--- src/rtl/fpu_pkg.sv ---
// Shared types for the sign/exponent/mantissa add/subtract datapath.
package fpu_pkg;

    typedef enum logic [1:0] {
        EXACT     = 2'd0,
        INEXACT   = 2'd1,
        OVERFLOW  = 2'd2,
        UNDERFLOW = 2'd3
    } status_t;

    typedef enum logic [2:0] {
        S_IDLE,
        S_DECODE,
        S_ALIGN,
        S_OPERATE,
        S_NORMALIZE,
        S_ROUND,
        S_OUTPUT
    } fsm_t;

    localparam int DEF_EXP_W  = 10;
    localparam int DEF_MANT_W = 21;

    // Field view of a word at the default widths; modules with other widths declare their own.
    typedef struct packed {
        logic                  sign;
        logic [DEF_EXP_W-1:0]  expo;
        logic [DEF_MANT_W-1:0] mant;
    } fp_default_t;

endpackage

--- src/rtl/fpu_round_rne.sv ---
// Round-to-nearest-even of a normalised significand (hidden bit included) using guard/round/sticky.
module fpu_round_rne #(
    parameter int MANT_W = 21
) (
    input  logic [MANT_W:0]   mant_i,
    input  logic              guard_i,
    input  logic              round_i,
    input  logic              sticky_i,
    output logic [MANT_W-1:0] mant_o,
    output logic              carry_o,
    output logic              inexact_o
);

    logic round_up;

    assign round_up  = guard_i & (round_i | sticky_i | mant_i[0]);
    // Only an all-ones significand can carry out; the fraction then wraps to zero.
    assign carry_o   = round_up & (&mant_i);
    assign mant_o    = mant_i[MANT_W-1:0] + MANT_W'(round_up);
    assign inexact_o = guard_i | round_i | sticky_i;

endmodule

--- src/rtl/fpu_addsub_pipe.sv ---
// Multi-cycle floating-point add/subtract with valid/ready handshakes and RNE rounding.
module fpu_addsub_pipe
    import fpu_pkg::*;
#(
    parameter  int EXP_W  = 10,
    parameter  int MANT_W = 21,
    parameter  int BIAS   = 2**(EXP_W-1)-1,
    localparam int W      = 1 + EXP_W + MANT_W
) (
    input  logic         clock_100Khz,
    input  logic         reset,
    input  logic         in_valid,
    output logic         in_ready,
    input  logic [W-1:0] op_a,
    input  logic [W-1:0] op_b,
    input  logic         op_sub,
    output logic         out_valid,
    input  logic         out_ready,
    output logic [W-1:0] data_out,
    output status_t      status_out
);

    // Working significand layout: {carry, hidden, fraction, guard, round, sticky}.
    localparam int XW = MANT_W + 5;
    localparam logic [EXP_W:0] EXP_MAX = {1'b0, {EXP_W{1'b1}}};

    typedef struct packed {
        logic              sign;
        logic [EXP_W-1:0]  expo;
        logic [MANT_W-1:0] mant;
    } fp_t;

    // The bias only changes how the exponent is read, never the datapath.
    if (BIAS < 0) begin : g_bias_unused
    end

    fsm_t           state_q;
    fp_t            a_q, b_q;
    logic           sub_q;
    logic           sign_q, eff_add_q;
    logic [EXP_W:0] exp_q;
    logic [EXP_W-1:0] diff_q;
    logic [XW-1:0]  wk_q, small_q;
    logic           in_ready_q, out_valid_q;
    logic [W-1:0]   data_q;
    status_t        status_q;

    fp_t            b_eff, big_op, small_op;
    logic           a_ge_b;
    logic [XW-1:0]  op_res;
    logic [MANT_W-1:0] rnd_mant;
    logic           rnd_carry, rnd_inexact;
    logic [EXP_W:0] rnd_exp;

    always_comb begin
        b_eff      = b_q;
        b_eff.sign = b_q.sign ^ sub_q;
        a_ge_b     = {a_q.expo, a_q.mant} >= {b_q.expo, b_q.mant};
        big_op     = a_ge_b ? a_q : b_eff;
        small_op   = a_ge_b ? b_eff : a_q;
        op_res     = eff_add_q ? (wk_q + small_q) : (wk_q - small_q);
        rnd_exp    = exp_q + {{EXP_W{1'b0}}, rnd_carry};
    end

    fpu_round_rne #(.MANT_W(MANT_W)) u_round (
        .mant_i    (wk_q[XW-2:3]),
        .guard_i   (wk_q[2]),
        .round_i   (wk_q[1]),
        .sticky_i  (wk_q[0]),
        .mant_o    (rnd_mant),
        .carry_o   (rnd_carry),
        .inexact_o (rnd_inexact)
    );

    always_ff @(posedge clock_100Khz or negedge reset) begin
        if (!reset) begin
            state_q     <= S_IDLE;
            a_q         <= '0;
            b_q         <= '0;
            sub_q       <= 1'b0;
            sign_q      <= 1'b0;
            eff_add_q   <= 1'b0;
            exp_q       <= '0;
            diff_q      <= '0;
            wk_q        <= '0;
            small_q     <= '0;
            in_ready_q  <= 1'b1;
            out_valid_q <= 1'b0;
            data_q      <= '0;
            status_q    <= EXACT;
        end else begin
            case (state_q)
                S_IDLE: begin
                    if (in_valid && in_ready_q) begin
                        a_q        <= op_a;
                        b_q        <= op_b;
                        sub_q      <= op_sub;
                        in_ready_q <= 1'b0;
                        state_q    <= S_DECODE;
                    end
                end
                S_DECODE: begin
                    if (a_q.expo == '0 || b_q.expo == '0) begin
                        if (a_q.expo == '0 && b_q.expo == '0) data_q <= '0;
                        else if (a_q.expo == '0)              data_q <= b_eff;
                        else                                  data_q <= a_q;
                        status_q    <= EXACT;
                        out_valid_q <= 1'b1;
                        state_q     <= S_OUTPUT;
                    end else begin
                        sign_q    <= big_op.sign;
                        eff_add_q <= (a_q.sign == b_eff.sign);
                        exp_q     <= {1'b0, big_op.expo};
                        diff_q    <= big_op.expo - small_op.expo;
                        wk_q      <= {2'b01, big_op.mant, 3'b000};
                        small_q   <= {2'b01, small_op.mant, 3'b000};
                        state_q   <= S_ALIGN;
                    end
                end
                S_ALIGN: begin
                    if (32'(diff_q) > MANT_W + 3) begin
                        small_q <= {{(XW-1){1'b0}}, |small_q};
                        state_q <= S_OPERATE;
                    end else if (diff_q == '0) begin
                        state_q <= S_OPERATE;
                    end else begin
                        small_q <= {1'b0, small_q[XW-1:2], |small_q[1:0]};
                        diff_q  <= diff_q - 1'b1;
                        if (diff_q == EXP_W'(1)) state_q <= S_OPERATE;
                    end
                end
                S_OPERATE: begin
                    if (op_res == '0) begin
                        data_q      <= '0;
                        status_q    <= EXACT;
                        out_valid_q <= 1'b1;
                        state_q     <= S_OUTPUT;
                    end else begin
                        wk_q    <= op_res;
                        state_q <= S_NORMALIZE;
                    end
                end
                S_NORMALIZE: begin
                    if (wk_q[XW-1]) begin
                        wk_q    <= {1'b0, wk_q[XW-1:2], |wk_q[1:0]};
                        exp_q   <= exp_q + 1'b1;
                        state_q <= S_ROUND;
                    end else if (wk_q[XW-2]) begin
                        state_q <= S_ROUND;
                    end else if (exp_q < (EXP_W+1)'(2)) begin
                        data_q      <= {sign_q, {(W-1){1'b0}}};
                        status_q    <= UNDERFLOW;
                        out_valid_q <= 1'b1;
                        state_q     <= S_OUTPUT;
                    end else begin
                        wk_q  <= {wk_q[XW-2:0], 1'b0};
                        exp_q <= exp_q - 1'b1;
                    end
                end
                S_ROUND: begin
                    if (rnd_exp >= EXP_MAX) begin
                        data_q   <= {sign_q, {EXP_W{1'b1}}, {MANT_W{1'b0}}};
                        status_q <= OVERFLOW;
                    end else begin
                        data_q   <= {sign_q, rnd_exp[EXP_W-1:0], rnd_mant};
                        status_q <= rnd_inexact ? INEXACT : EXACT;
                    end
                    out_valid_q <= 1'b1;
                    state_q     <= S_OUTPUT;
                end
                S_OUTPUT: begin
                    if (out_ready) begin
                        out_valid_q <= 1'b0;
                        in_ready_q  <= 1'b1;
                        state_q     <= S_IDLE;
                    end
                end
                default: state_q <= S_IDLE;
            endcase
        end
    end

    assign in_ready   = in_ready_q;
    assign out_valid  = out_valid_q;
    assign data_out   = data_q;
    assign status_out = status_q;

endmodule

--- config.mk ---
export PLATFORM = sky130hd
export DESIGN_NAME = fpu_addsub_pipe
export DESIGN_NICKNAME = d
export VERILOG_FILES = /design/src/rtl/fpu_pkg.sv /design/src/rtl/fpu_round_rne.sv /design/src/rtl/fpu_addsub_pipe.sv
export SDC_FILE = /design/constraint.sdc
export NUM_CORES = 1
export LEC_CHECK = 0
export CAP_MARGIN = 25
export CORE_UTILIZATION = 55
export CTS_CLUSTER_SIZE = 8
export DETAILED_ROUTE_END_ITERATION = 8
export GPL_TIMING_DRIVEN = 0
export HOLD_SLACK_MARGIN = 0.05
export PLACE_DENSITY = 0.87
export SETUP_SLACK_MARGIN = 0.4
export SLEW_MARGIN = 20
export SYNTH_ARGS = -nofsm -noshare
export SYNTH_HDL_FRONTEND = slang
export SYNTH_SLANG_ARGS = --single-unit
--- constraint.sdc ---
create_clock -name clock_100Khz -period 6.95 [get_ports clock_100Khz]
set_input_delay 0.695 -clock clock_100Khz [delete_from_list [all_inputs] [get_ports clock_100Khz]]
set_output_delay 0.695 -clock clock_100Khz [all_outputs]
set_load 0.05 [all_outputs]
# Yosys cells after proc, flatten, opt, wreduce, memory -nomap -nowiden
# Cells that the tools add are included.
[totals] ff_bits=179 inputBits=69 output_inout_bits=36 elab_cells=152
[classes] n_addsub=8 n_lt_le_gt_ge=4 n_eq_ne=24 muxes=60 bitwise_logic=8 n_reduce_logical=29
[ops] op="$mux W32" count=8
[ops] op="$mux W26" count=6
[ops] op="$pmux W32 S4" count=1
[ops] op="$pmux W26 S3" count=1
[ops] op="$mux W25" count=3
[ops] op="$mux W31" count=2
[ops] op="$pmux W26 S2" count=1
[ops] op="$mux W11" count=4
[ops] op="$ge A31 B31 Y1" count=1
[ops] op="$logic_not A10 Y1" count=3
[ops] op="$mux W10" count=3
[ops] op="$mux W3" count=9
[ops] op="$add A26 B26 Y26" count=1
[ops] op="$logic_not A26 Y1" count=1
[ops] op="$reduce_or A26 Y1" count=1
[ops] op="$sub A26 B26 Y26" count=1
[ops] op="$ne A2 B2 Y1 const B" count=11
[ops] op="$pmux W11 S2" count=1
[ops] op="$reduce_and A22 Y1" count=1
[ops] op="$add A21 B1 Y21" count=1
[ops] op="$pmux W3 S7" count=1
[ops] op="$pmux W10 S2" count=1
[ops] op="$mux W2" count=7
[ops] op="$reduce_and A4 Y1" count=3
[ops] op="36 further kinds" count=61

# Logic depth before layout (Yosys ltp)
# Gate-level depths: netlist of run 1.
[depth] ltp_word=8 mapped_depth=21 depth_no_buf=19

# Hierarchy
# Synthesis of run 1 repeated with hierarchy kept, for this count alone.
[unflattened] hier_cells=1507 hier_area_um2=13175.1
[modules_own_cells] module="fpu_addsub_pipe" n_inst=1 cells_per_inst=1447 area_per_inst_um2=12743.5 seq_area_each_um2=4455.5
[modules_own_cells] module="fpu_round_rne" n_inst=1 cells_per_inst=60 area_per_inst_um2=431.7 seq_area_each_um2=0.0

# Worst setup path before layout of run 1
# OpenSTA, ideal clock, no wires.
[synth_timing] path_type="register -> register" start="reg small_q[5]" end="reg wk_q[5]" arrival_ns=4.761 required_time_ns=6.822 setup_slack_ns=2.062 stages_incl_launch_ff=19 path_buffers=1 cell_sequence="dfrtp_1 or3_1 or2_2 nor3_1 a21oi_1 xor2_1 ha_1 nand2_1 o21ai_1 a21o_1 a221o_1 or3_1 a211oi_1 and4_1 nand4_1 nor3_2 o21a_2 buf_4 mux2_1"
[synth_between] elab_chain_len=5 word_cells_on_any_way=8
[synth_lines] item="start, declared" line="fpu_addsub_pipe.sv:43" text="logic [XW-1:0] wk_q, small_q;"
[synth_lines] item="start signal, assigned" line="fpu_addsub_pipe.sv:116" text="small_q <= {2'b01, small_op.mant, 3'b000};"
[synth_lines] item="start signal, assigned" line="fpu_addsub_pipe.sv:122" text="small_q <= {{(XW-1){1'b0}}, |small_q};"
[synth_lines] item="start signal, assigned" line="fpu_addsub_pipe.sv:127" text="small_q <= {1'b0, small_q[XW-1:2], |small_q[1:0]};"
[synth_lines] item="$sub A26 B26 Y26 / $add A26 B26 Y26 (equally long branches)" line="fpu_addsub_pipe.sv:61" text="op_res = eff_add_q ? (wk_q + small_q) : (wk_q - small_q);"
[synth_lines] item="$mux W26 *" line="fpu_addsub_pipe.sv:61"
[synth_lines] item="$logic_not A26 Y1" line="fpu_addsub_pipe.sv:133" text="if (op_res == '0) begin"
[synth_lines] item="$ne A2 B2 Y1 (no line)"
[synth_lines] item="$reduce_and A5 Y1 (no line)"
[synth_lines] item="end signal, assigned" line="fpu_addsub_pipe.sv:139" text="wk_q <= op_res;"
[synth_lines] item="end signal, assigned" line="fpu_addsub_pipe.sv:145" text="wk_q <= {1'b0, wk_q[XW-1:2], |wk_q[1:0]};"
[synth_lines] item="end signal, assigned" line="fpu_addsub_pipe.sv:156" text="wk_q <= {wk_q[XW-2:0], 1'b0};"
[synth_lines] item="end, declared" line="fpu_addsub_pipe.sv:43"
# Mark *: on every way between the ends. The rest lies on a longest branch, timed or not. The select of a mux whose other input is x is not followed.
# A chain may end at the register's enable or synchronous reset.

# Worst setup path in the final report of run 1
[layout_timing] start="reg small_q[5]" end="reg data_q[27] (netlist: data_out[27])"
[layout_between] elab_chain_len=5 word_cells_on_any_way=6
[layout_lines] item="$sub A26 B26 Y26 / $add A26 B26 Y26 (equally long branches)" line="fpu_addsub_pipe.sv:61"
[layout_lines] item="$mux W26 *" line="fpu_addsub_pipe.sv:61"
[layout_lines] item="$logic_not A26 Y1 *" line="fpu_addsub_pipe.sv:133"
[layout_lines] item="$ne A2 B2 Y1 (no line) *"
[layout_lines] item="$reduce_and A6 Y1 (no line) *"
[layout_lines] item="end signal, assigned" line="fpu_addsub_pipe.sv:151" text="data_q <= {sign_q, {(W-1){1'b0}}};"
[layout_lines] item="end signal, assigned" line="fpu_addsub_pipe.sv:162" text="data_q <= {sign_q, {EXP_W{1'b1}}, {MANT_W{1'b0}}};"
[layout_lines] item="end signal, assigned" line="fpu_addsub_pipe.sv:165" text="data_q <= {sign_q, rnd_exp[EXP_W-1:0], rnd_mant};"
[layout_lines] item="end, declared" line="fpu_addsub_pipe.sv:45" text="logic [W-1:0] data_q;"
# Mark *: on every way between the ends. The rest lies on a longest branch, timed or not.

==> results.sh, run 1 <==
export IMPL_fin_area_mm2=0.0152
export IMPL_fin_crit_sh_pct=90.9
export IMPL_critPathMaxFanout=10
export IMPL_drc=7
export IMPL_routedWlPerCell_um=21.0
export IMPL_diodes=0
export IMPL_cts_sinks=178
export IMPL_die_x_um=156
export IMPL_r2r_start="small_q[5]"
export IMPL_ys_types=76
export IMPL_path_clk_slew_ns=0.07
export IMPL_finalSetupViolCount=0
export IMPL_failed_checks="design-rule violations"
export IMPL_cts_setup_buffers=0
export IMPL_overflow=0
export IMPL_post_route_worst_setup_slack_ns=0.629
export IMPL_antenna_left=0
export IMPL_ys_warn_count=0
export IMPL_cts_buffers=17
export IMPL_initialDrtViolationCount=1990
export IMPL_vias=13300
export IMPL_grt_first_pass_wirelength_um=67000
export IMPL_pre_cts_ws_ns=0.871
export IMPL_hold_buffers=0
export IMPL_cp_start_kind="flop"
export IMPL_grt_pass1_vias=12500
export IMPL_max_freq_mhz=158
export IMPL_finClkSkew_ns=0.0120
export IMPL_critPathCaptureType="flop"
export IMPL_rsz0062_at_grt="no"
export IMPL_hold_path_class="in2async"
export IMPL_h_tree_depth=4
export IMPL_num_rows=56
export IMPL_required_ns=7.27
export IMPL_gp_congestion=1.02
export IMPL_clock_path_buffers=2
export IMPL_synth_top_cell_area_share_pct=33.9
export IMPL_min_period_ns=6.32
export IMPL_drive_above_1_share_pct=5.69
export IMPL_port_buffers=104
export IMPL_fillerInstances=1924
export IMPL_crit_arrival_ns=6.64
export IMPL_final_max_slew_violation_count=0
export IMPL_drtPass1Iterations=9
export IMPL_core_area_mm2=0.0234
export IMPL_final_util_pct=64.7
export IMPL_post_cts_resize_count=0
export IMPL_topRoutingLayerUsed="met5"
export IMPL_hold_viol_final=0
export IMPL_fin_cells=2040
export IMPL_outcome="finished with violations"
export IMPL_die_y_um=156
export IMPL_synth_seq_cells=178
export IMPL_synthFlopType="dfrtp_1"
export IMPL_synth_cells=1581
export IMPL_area_growth_synth_to_final_pct=15.9
export IMPL_io_pins=105
export IMPL_max_slew_margin_pct=33.3
export IMPL_synthTopCellsByArea="dfrtp_1, ha_1, nand2_1"
export IMPL_netlist_area_mm2=0.0131
export IMPL_worstMarginPinSlew_ns=0.992
export IMPL_clock_latency_ns=0.44
export IMPL_ys_seq_area_share_pct=34.1
export IMPL_die_area_mm2=0.0244
export IMPL_ff2ff_path_depth=18
export IMPL_cts_tree="built"
export IMPL_syn_nets=1726
export IMPL_dp_hpwl_um=32700
export IMPL_wl_met3_um=5680
export IMPL_nets=1853
export IMPL_crit_type="reg2reg"
export IMPL_antenna_found_initial=1
export IMPL_grt_usage_pct=35.6
export IMPL_wl_met1_um=17100
export IMPL_wl_met2_um=18000
export IMPL_yosys_area_top_type="dfrtp_1"
export IMPL_r2r_end="data_out[27]"
export IMPL_synthArstFlopShare_pct=100
export IMPL_synth_edf_count=0
export IMPL_place_inst=2007
export IMPL_avgSynthCellArea_um2=8.27
export IMPL_grt_max_degree=99
export IMPL_place_area_mm2=0.0146
export IMPL_rrSetupSlack_ns=0.63
export IMPL_wl_um=42700
export IMPL_initial_utilization_pct=55.9
export IMPL_avgViaCountPerCell=6.51
export IMPL_cts_root_buffer="clkbuf_16"
export IMPL_maxCapViolCount=0
==> state kept, by name (all words and copies together) (netlist names) <==
name and count:
a_q 32, b_eff 31, b_q 1, data_out 32
diff_q 10, eff_add_q 1, exp_q 11, in_ready 1
out_valid 1, sign_q 1, small_q 25, state_q 3
status_out 2, sub_q 1, wk_q 26
==> routing by layer <==
| layer | global-route usage, % | vias up |
|---|---|---|
| met5 | 0 | - |
| met4 | 17.3 | 2 |
| met3 | 9.06 | 155 |
| met2 | 52.0 | 966 |
| met1 | 48.9 | 6203 |
| li1 | - | 5959 |
==> stage by stage <==
step                setup TNS, ns  hold slack, ns
detailed placement              0           0.464
floorplan                       0           0.399
finish                          0           0.240
global placement          -381.01           0.446
global route                    0           0.311
CTS                             0           0.279
==> cells by family (layout without fill, tap and decap cells) <==
| group | after synthesis | in the layout | share of synthesized area (%) |
|---|---|---|---|
| buffers and inverters | 157 | 297 | 4.68 |
| flip-flops | 178 | 178 | 34.1 |
| AO/OA/AOI/OAI | 492 | 492 | 23.7 |
| XOR/XNOR | 90 | 90 | 6.03 |
| AND/OR/NAND/NOR | 510 | 510 | 17.5 |
| multiplexers | 78 | 78 | 6.60 |
| adder cells (fa/ha/maj) | 76 | 76 | 7.39 |
==> placed cells by master, fill, tap and decap left out, types with 24 or more instances in the layout <==
cell type / count
nand2_1: 232
dfrtp_1: 177
a21oi_1: 155
nor2_1: 122
o21ai_0: 116
clkdlybuf4s50_1: 103
clkbuf_1: 78
ha_1: 74
inv_1: 67
xor2_1: 46
xnor2_1: 44
a21o_1: 40
mux2_2: 37
nor3_1: 27
o221ai_1: 26
mux2i_1: 24
==> layout make-up <==
cell class                      instances  area [um2]  area share (%)
Timing Repair Buffer                  108        1090            7.18
Buffer                                 89         357            2.35
Sequential cell                       178        4460            29.4
Tap cell                              319         399            2.63
Inverter                               68         255            1.68
Clock buffer                           21         450            2.97
Multi-Input combinational cell       1246        8020            52.9
Clock inverter                         11         130           0.859
==> cell usage after synthesis (6+ instances only) <==
cell	count
clkbuf_1	75
a31oi_1	14
nand2_1	232
a222oi_1	14
nand4_1	18
dfrtp_1	177
nor2_1	122
a211oi_1	14
and2_1	9
o21ai_0	116
a21oi_1	155
mux2i_1	24
o21bai_1	7
a22oi_1	17
o21ai_1	6
o211ai_1	17
mux2_2	37
nor2b_1	13
xor2_1	46
and3_1	11
or3_1	12
o31ai_1	12
mux2_1	13
xnor2_1	44
nand3_1	20
o22ai_1	15
inv_1	67
a21o_1	40
nor3_1	27
o221ai_1	26
ha_1	74
nor4_1	19
==> worst max path at each step <==
stage,slack (ns),start,end,cells after the start
2_1_floorplan,2.06,small_q[5],wk_q[5],18
3_3_place_gp,-2.17,reset,exp_q[4],1
3_5_place_dp,0.87,small_q[5],data_out[27],18
4_1_cts,0.87,small_q[5],data_out[22],18
5_1_grt,0.48,small_q[5],data_out[22],18
6_report,0.63,small_q[5],data_out[27],18
==> worst max-delay path: stages, from the launching register on <==
cell and delay (ns):
dfrtp_1 0.49, or3_1 0.46, or2_2 0.31, nor3_1 0.72
a31oi_1 0.20, xor2_1 0.19, ha_1 0.27, clkbuf_1 0.32
and3_1 0.24, nand3_1 0.10, o32ai_1 0.31, a21o_1 0.20
nor4b_1 0.07, a211oi_1 0.57, nand4_1 0.38, o41ai_2 0.35
nand2_1 0.38, buf_6 0.33, mux2_4 0.30
Power of run 1 is left out: the tool's default activity adds up to more than one toggle a clock period on the data nets, which glitch-free logic cannot reach.
==> run 2: changes to the inputs <==
--- a/config.mk
+++ b/config.mk
@@ -5,7 +5,7 @@
 export SDC_FILE = /design/constraint.sdc
 export NUM_CORES = 1
 export LEC_CHECK = 0
-export CAP_MARGIN = 25
+export CAP_MARGIN = 40
 export CORE_UTILIZATION = 55
 export CTS_CLUSTER_SIZE = 8
 export DETAILED_ROUTE_END_ITERATION = 8
@@ -13,7 +13,6 @@
 export HOLD_SLACK_MARGIN = 0.05
 export PLACE_DENSITY = 0.87
 export SETUP_SLACK_MARGIN = 0.4
-export SLEW_MARGIN = 20
 export SYNTH_ARGS = -nofsm -noshare
 export SYNTH_HDL_FRONTEND = slang
 export SYNTH_SLANG_ARGS = --single-unit
==> constraint.sdc (replaced) <==
create_clock -name clock_100Khz -period 7.3 [get_ports clock_100Khz]
set_input_delay 0.73 -clock clock_100Khz [delete_from_list [all_inputs] [get_ports clock_100Khz]]
set_output_delay 0.73 -clock clock_100Khz [all_outputs]
set_load 0.05 [all_outputs]
==> run 2 against run 1 <==
  * The flow now finishes without violations
  * Via count increased by 1.9%
  * Core utilization increased by 0.13 points
  * Final cell count about the same
  * Global-route usage increased by 0.30 points
  * Critical path depth unchanged
  * Design area increased by 0.21%
  * Worst setup slack improved by 0.36 ns
  * Count of clock-buffer cells in the layout increased by 1
  * Die area unchanged
  * Sequential share of layout area decreased by 0.061 points
==> results.sh, run 2 (synthesis results as in run 1) <==
export IMPL_outcome="finished, final reports clean"
export IMPL_critical_path_buf_inv_count=2
export IMPL_worstMarginPinSlew_ns=1.02
export IMPL_max_stage_delay_ns=0.75
export IMPL_slowest_stage="nor3_1"
export IMPL_grt_usage_pct=35.9
export IMPL_required_ns=7.63
export IMPL_busiest_layer="met2"
export IMPL_grt_util_met3_pct=9.06
export IMPL_layout_common_cells="nand2_1, dfrtp_1, a21oi_1"
export IMPL_cts_sinks=178
export IMPL_finClkSkew_ns=0.0108
export IMPL_num_rows=56
export IMPL_nets=1855
export IMPL_post_cts_resize_count=0
export IMPL_die_y_um=156
export IMPL_cts_tree="built"
export IMPL_r2r_start="small_q[5]"
export IMPL_finalSetupViolCount=0
export IMPL_core_area_mm2=0.0234
export IMPL_clock_path_buffers=2
export IMPL_diodes=0
export IMPL_wl_um=43600
export IMPL_ff2ff_path_depth=18
export IMPL_clock_latency_ns=0.44
export IMPL_routedWlPerCell_um=21.4
export IMPL_hold_slack_ns=0.258
export IMPL_use_met2_pct=53.7
export IMPL_critPathCaptureType="flop"
export IMPL_critical_path_top_delay_family="simple AND/OR/NAND/NOR gates"
export IMPL_die_x_um=156
export IMPL_initial_utilization_pct=55.9
export IMPL_overflow=0
export IMPL_drc=0
export IMPL_critPathMaxFanout=10
export IMPL_io_pins=105
export IMPL_final_common_cell="nand2_1"
export IMPL_r2r_end="data_out[27]"
export IMPL_hold_buffers=0
export IMPL_vias=13500
export IMPL_path_clk_slew_ns=0.07
export IMPL_final_util_pct=64.9
export IMPL_port_buffers=104
export IMPL_cp_start_kind="flop"
export IMPL_dp_hpwl_um=32800
export IMPL_die_area_mm2=0.0244
export IMPL_cp_cell_sequence="or3_1, or2_2, nor3_1, a31oi_1, xor2_1, ha_1, clkbuf_1, and3_1, nand3_1, o32ai_1, a21o_1, nor4b_1, a211oi_1, nand4_1, o41ai_2, nand2_1, buf_6, mux2_4"
export IMPL_rrSetupSlack_ns=0.99
export IMPL_grt_first_pass_wirelength_um=67500
export IMPL_crit_type="reg2reg"
export IMPL_avgViaCountPerCell=6.63
export IMPL_min_period_ns=6.31
export IMPL_drive_above_1_share_pct=5.80
export IMPL_fin_crit_sh_pct=86.4
export IMPL_crit_arrival_ns=6.63
export IMPL_maxCapViolCount=0
export IMPL_hold_path_class="in2async"
export IMPL_cts_buffers=17
export IMPL_antenna_left=0
export IMPL_cts_setup_buffers=0
export IMPL_hold_viol_final=0
export IMPL_post_route_worst_setup_slack_ns=0.993
export IMPL_cts_root_buffer="clkbuf_16"
export IMPL_grt_pass1_vias=12600
export IMPL_area_growth_synth_to_final_pct=16.1
export IMPL_drtPass1Iterations=8
export IMPL_grt_max_degree=99
export IMPL_max_slew_margin_pct=31.4
export IMPL_initialDrtViolationCount=2048
export IMPL_h_tree_depth=4
export IMPL_rsz0062_at_grt="no"
export IMPL_antenna_found_initial=0
export IMPL_gp_congestion=1.02
export IMPL_pre_cts_ws_ns=1.19
export IMPL_max_freq_mhz=159
export IMPL_grt_met1_usage_pct=49.2
export IMPL_final_max_slew_violation_count=0
[run 2: changes by cell type in the layout (fill, tap and decap cells not counted), sizes merged]
cell / change
clkinvlp: -1
clkdlybuf4s18: +2
buf: +1
[run 2: worst max-delay path by stage]
stage,start,end,slack (ns),depth (start not counted)
6_report,small_q[5],data_out[27],0.99,18
2_1_floorplan,small_q[5],wk_q[5],2.41,18
4_1_cts,small_q[5],data_out[27],1.18,18
5_1_grt,small_q[5],data_out[22],0.81,18
3_3_place_gp,reset,exp_q[4],-1.85,1
3_5_place_dp,small_q[5],data_out[27],1.19,18
[run 2: metal layers]
metal,share of wire (%),vias to the layer above
met5,0,-
met4,4.4,0
met3,14,176
met2,43,1043
met1,39,6343
li1,-,5969
[run 2: layout make-up]
| cell class | instances | area [um2] |
|---|---|---|
| plain buffers | 89 | 357 |
| well taps | 319 | 399 |
| inverters | 68 | 255 |
| clock buffers | 22 | 474 |
| flip-flops and latches | 178 | 4460 |
| clock inverters | 10 | 124 |
| fillers | 1899 | 8220 |
| multi-input cells | 1246 | 8010 |
| repair buffers | 110 | 1110 |
[run 2: metrics by stage]
step           TNS (ns)  area, um2  cells
4_1_cts               0      15200   2042
2_1_floorplan         0      13100   1581
3_5_place_dp          0      14600   2010
3_3_place_gp    -325.26      14500   2004
6_report              0      15200   2042
5_1_grt               0      15200   2042
Power of run 2 is left out for the same reason.
